File: src/rtl/exe_mem_stage_reg.sv
// EXE->MEM pipeline register with stall hold, flush-to-bubble and CPSR flag commit.
// A flush that arrives during a stall is parked in HOLD_FLUSH and retired as one bubble.
module exe_mem_stage_reg #(
  parameter int REG_LEN    = 32,
  parameter int DEST_LEN   = 4,
  parameter int STATUS_LEN = 4
) (
  input  logic                  clk,
  input  logic                  rst_n,
  input  logic                  freeze,
  input  logic                  flush,
  input  logic                  valid_in,
  input  logic                  wb_en_in,
  input  logic                  mem_r_en_in,
  input  logic                  mem_w_en_in,
  input  logic                  s_bit_in,
  input  logic [REG_LEN-1:0]    alu_res_in,
  input  logic [REG_LEN-1:0]    st_val_in,
  input  logic [DEST_LEN-1:0]   dest_in,
  input  logic [STATUS_LEN-1:0] status_in,
  output logic                  valid,
  output logic                  wb_en,
  output logic                  mem_r_en,
  output logic                  mem_w_en,
  output logic [REG_LEN-1:0]    alu_res,
  output logic [REG_LEN-1:0]    st_val,
  output logic [DEST_LEN-1:0]   dest,
  output logic [STATUS_LEN-1:0] status_reg,
  output logic                  carry_flag
);

  typedef enum logic {RUN, HOLD_FLUSH} state_t;

  state_t state;

  always_ff @(posedge clk or negedge rst_n) begin
    if (!rst_n) begin
      state      <= RUN;
      valid      <= 1'b0;
      wb_en      <= 1'b0;
      mem_r_en   <= 1'b0;
      mem_w_en   <= 1'b0;
      alu_res    <= '0;
      st_val     <= '0;
      dest       <= '0;
      status_reg <= '0;
    end else if (freeze) begin
      // Everything holds; a flush seen now is only remembered.
      if (flush) state <= HOLD_FLUSH;
    end else if (flush || state == HOLD_FLUSH) begin
      state    <= RUN;
      valid    <= 1'b0;
      wb_en    <= 1'b0;
      mem_r_en <= 1'b0;
      mem_w_en <= 1'b0;
      alu_res  <= '0;
      st_val   <= '0;
      dest     <= '0;
    end else begin
      valid    <= valid_in;
      wb_en    <= wb_en_in & valid_in;
      mem_r_en <= mem_r_en_in & valid_in;
      mem_w_en <= mem_w_en_in & valid_in;
      alu_res  <= alu_res_in;
      st_val   <= st_val_in;
      dest     <= dest_in;
      if (valid_in && s_bit_in) status_reg <= status_in;
    end
  end

  // Flag order is {Z,C,N,V}, so C sits at bit 2.
  assign carry_flag = status_reg[2];

endmodule

File: config.mk
export PLATFORM = sky130hd
export DESIGN_NAME = exe_mem_stage_reg
export DESIGN_NICKNAME = d
export VERILOG_FILES = /design/src/rtl/exe_mem_stage_reg.sv
export SDC_FILE = /design/constraint.sdc
export NUM_CORES = 1
export LEC_CHECK = 0
export BUFFER_PORTS_ARGS = -buffer_cell sky130_fd_sc_hd__buf_2
export CORE_UTILIZATION = 46
export DETAILED_ROUTE_END_ITERATION = 10
export HOLD_SLACK_MARGIN = 0.06
export PLACE_DENSITY = 0.94
export REMOVE_ABC_BUFFERS = 1
export SYNTH_ARGS = -nofsm -noshare
export SYNTH_HDL_FRONTEND = slang
export SYNTH_SLANG_ARGS = --single-unit
File: constraint.sdc
create_clock -name clk -period 2.9 [get_ports clk]
set_clock_uncertainty 0.05 [all_clocks]
set_input_delay 0.435 -clock clk [delete_from_list [all_inputs] [get_ports clk]]
set_output_delay 0.435 -clock clk [all_outputs]
set_load 0.01 [all_outputs]
* Word-level counts from Yosys, hierarchy flattened
Index checks and enable logic that the tools add are counted.
** Word-level totals
- Flip-flop bits (word level) :: 77
- Latch bits :: 0
- Bits in writable memories :: 0
- Memory bits (read-only) :: 0
- Bits of input ports :: 81
- Output and inout port bits :: 77
- Word-level logic and storage cells :: 30
- Memories kept :: 0
** Cells by class
- Add/sub/neg operators :: 0
- $mul :: 0
- Div/mod/pow operators :: 0
- Magnitude comparators :: 0
- Equality and inequality tests :: 1
- Shift operators :: 0
- Multiplexer cells :: 10
- Bitwise operators :: 5
- Reduce and logical (&&, ||, !) cells :: 5
** Operators with widths (number)
- $mux 32 :: 2
- $mux 1 :: 7
- $mux 4 :: 1
- $and 1x1->1 :: 3
- $reduce_and 3->1 :: 1
- $ne 2x1->1 const B :: 1
- $not 1->1 :: 2
- $reduce_and 2->1 :: 1
- $reduce_bool 2->1 :: 1
- $logic_and 1x1->1 :: 1
- $logic_or 1x1->1 :: 1

* Logic depth before layout (Yosys ltp)
- Word-level depth :: 3
- Depth in mapped cells :: 3
- Gate-level depth less buffers :: 3

* Least setup slack after synthesis
Ideal clock, no wire load.
- Path kind :: input -> register
- Start :: input flush
- End :: register status_reg[0]
- Library setup time :: 128 ps
- Arrival :: 1241 ps
- Data required time :: 2722 ps
- Setup slack :: 1481 ps
- Stages :: 3
- Path buffers :: 0
- Cell sequence :: nor3_4 -> nand3_1 -> mux2_1
** Between the ends
- Longest elaborated chain between the ends :: 3
** RTL lines
- from (decl) :: line 11 : input logic flush,
- $logic_or 1x1->1 :: line 50 : end else if (flush || state == HOLD_FLUSH) begin
- $not 1->1 (no source line)
- $reduce_and 3->1 (no source line)
- to (signal assigned) :: line 67 : if (valid_in && s_bit_in) status_reg <= status_in;
- to (decl) :: line 28 : output logic [STATUS_LEN-1:0] status_reg,
No other way between the ends.
A chain may end at the register's enable or synchronous reset.

* Worst setup path in the final report
- Start :: register state
- End :: register mem_w_en
** Between the ends
- Longest elaborated chain between the ends :: 2
** RTL lines
- from (decl) :: line 34 : state_t state;
- from (signal assigned) :: line 38 : state <= RUN;
- from (signal assigned) :: line 49 : if (flush) state <= HOLD_FLUSH;
- from (signal assigned) :: line 51 : state <= RUN;
- $logic_or 1x1->1 :: line 50
- $mux 1 :: line 50
- to (signal assigned) :: line 63 : mem_w_en <= mem_w_en_in & valid_in;
- to (decl) :: line 24 : output logic mem_w_en,
No other way between the ends.

==> impl_metrics.yaml <==
placement:
  hpwl_mm: 4.32
  place_ws_ns: 1.13
  portBuffers: 157
  dpl_cell_area_um2: 3530
  gp_congestion: 0.747
logic_synthesis:
  synthTopCellsByArea: "dfrtp_1 (71%), a22o_1 (22%), clkbuf_1 (2.1%)"
  yosysTopAreaCellShare_pct: 71.4
  synth_cells: 172
  synth_top_area_cell: "dfrtp_1"
  synth_cell_types: 9
  ys_seq_area_share_pct: 71.4
  synth-seq-cells: 77
  avgSynthCellArea_um2: 15.7
  ys_warn_count: 0
  synth_area_um2: 2700
worst_setup_path:
  crit_arrival_ns: 1.89
  rr_startpoint: "state$_DFFE_PN0P_"
  endpoint_kind: "register"
  r2r-end: "mem_w_en$_DFFE_PN0N_"
  path_max_fanout: 72
  ff2ff_path_depth: 3
  start_kind: "register"
  critPathKind: "register to register"
  required_ns: 3.10
  regToRegSetupSlack_ns: 1.22
global_routing:
  grt-ovfl-total: 0
  grt_first_pass_wirelength_mm: 9.67
  antenna_found_initial: 0
  track_usage_pct: 21.0
  grt_pass1_vias: 2018
  grt_max_degree: 78
die:
  fp-row-count: 27
  die_h_um: 78.6
  initial_utilization_pct: 48.4
  ios: 158
  coreArea_um2: 5570
  dieArea_um2: 6180
  die_x_um: 78.6
clock_network:
  cts_made_buffers: 9
  insertion_delay_ns: 0.32
  h-tree-depth: 3
  cts_buffer_depth: 2
  cts_sinks: 77
  cts_hold_buf: 0
  clk_pin_slew_ns: 0.08
  cts_setup_buffers: 0
  cts-root-buf: "clkbuf_8"
  cts_tree: "yes"
  cts_resized: 0
route:
  antenna_left: 0
  wl_mm: 6.26
  post-route-drc-count: 0
  viasPerCell: 5.26
  dr.pass1.iters: 4
  dr.first_iter.drc_count: 103
  wl_per_cell_um: 15.5
  via_count: 2121
outcome:
  status: "finished, final reports clean"
sta:
  period_needed_ns: 1.68
  fmax_mhz: 595
  slew_viol_final: 0
  max_slew.worst_pin.slew_ns: 0.912
  maxSlewHeadroom_pct: 39.2
  finalSetupViolCount: 0
  post-route-period-util_pct: 58.0
  hold_ws_ns: 0.187
  hold_viol_final: 0
  setup_ws_ns: 1.22
  finalSetupTns_ns: 0
  grt_setup_unrepaired: "no"
layout:
  top_regs: "alu_res x32, st_val x32"
  final_nets: 407
  num_antenna_cells: 0
  final-seq-area_um2: 1930
  fill_cells: 442
  fin_area_um2: 3750
  area_growth_pct: 39.1
  final_layout_size_suffix_gt1_share_pct: 52.9
  multi_input_area_um2: 708
pwr:
  power.share.switching_pct: 23.4
  internal_power_w: 0.00185
  p_comb_share_pct: 13.5
  p_sw_w: 0.000564
  power_frac_seq_pct: 49.9
  finalPower_w: 0.00241
  clkPwrFrac_pct: 36.6
  p_leak_nw: 2.13
  power_per_cell_area_nw_per_um2: 642
  irDropWorstVdd_mv: 0.372
hold_path:
  worstHoldPathType: "primary input to async pin"
flow_run:
  maxCapViolations: 0
[how the worst max path moves through the flow]
stage / start / to / slack, ns / cells past startpoint
after detailed placement: flush / mem_w_en$_DFFE_PN0N_ / 1.13 / 4
after CTS: state$_DFFE_PN0P_ / mem_w_en$_DFFE_PN0N_ / 1.24 / 3
after global placement: flush / mem_w_en$_DFFE_PN0N_ / 1.22 / 4
after global routing: state$_DFFE_PN0P_ / mem_w_en$_DFFE_PN0N_ / 1.13 / 3
final: state$_DFFE_PN0P_ / mem_w_en$_DFFE_PN0N_ / 1.22 / 3
after floorplan: flush / status_reg[2]$_DFFE_PN0P_ / 0.20 / 3
[per-layer routing]
metal / wire (µm) / global-route usage (%) / vias up
met5: 0 / 0 / -
met4: 119 / 8.33 / 0
met3: 425 / 5.70 / 15
met2: 3160 / 35.5 / 105
met1: 2550 / 25.4 / 1030
li1: - / - / 971
[cell type report]
cell class	instances	area share [%]
timing repair buffer	159	21.4
multi-input combinational	79	18.9
clock buffer	12	4.13
sequential	77	51.3
tap	72	2.40
clock inverter	4	1.87
[per-stage QoR]
stage                     utilization, %  cells
final                               67.3    403
after detailed placement            63.3    387
after CTS                           67.3    403
after global placement              63.3    387
after global routing                67.3    403
after floorplan                        -    156
[synthesized netlist by cell type]
| cell type | count |
|---|---|
| a22o_1 | 69 |
| a32o_1 | 3 |
| buf_4 | 1 |
| clkbuf_1 | 15 |
| dfrtp_1 | 77 |
| mux2_1 | 4 |
| nand3_1 | 1 |
| nor3_4 | 1 |
| o21a_1 | 1 |
[worst max-delay path: stages (launching register included)]
cell,delay [ns]
dfrtp_1,0.42
nor3_4,0.22
buf_4,0.60
a32o_1,0.28
[placed cells by master (no fill, tap or decap), drive strengths merged]
cell type	n
a22o	69
a32o	3
buf	159
bufinv	2
clkbuf	12
clkinv	2
dfrtp	77
mux2	4
nand3	1
nor3	1
o21a	1
[power groups by stage]
stage	clock network [W]	registers (W)	logic, W
final	0.000882	0.00120	0.000325
after global routing	0.000961	0.00121	0.000354
after CTS	0.000906	0.00120	0.000331
after detailed placement	0	0.00122	0.000331
after global placement	0	0.00122	0.000320
after floorplan	0	0.00127	0.0000861
[cells by family (layout without fill, tap and decap cells)]
logic type             count (synthesis)  after routing  share of synthesized area, %
AO/OA/AOI/OAI                         73             73                          23.8
buffers and inverters                 16            175                          2.36
flip-flops                            77             77                          71.4
multiplexers                           4              4                          1.67
AND/OR/NAND/NOR                        2              2                         0.788
Power figures use the tool's default switching activity.
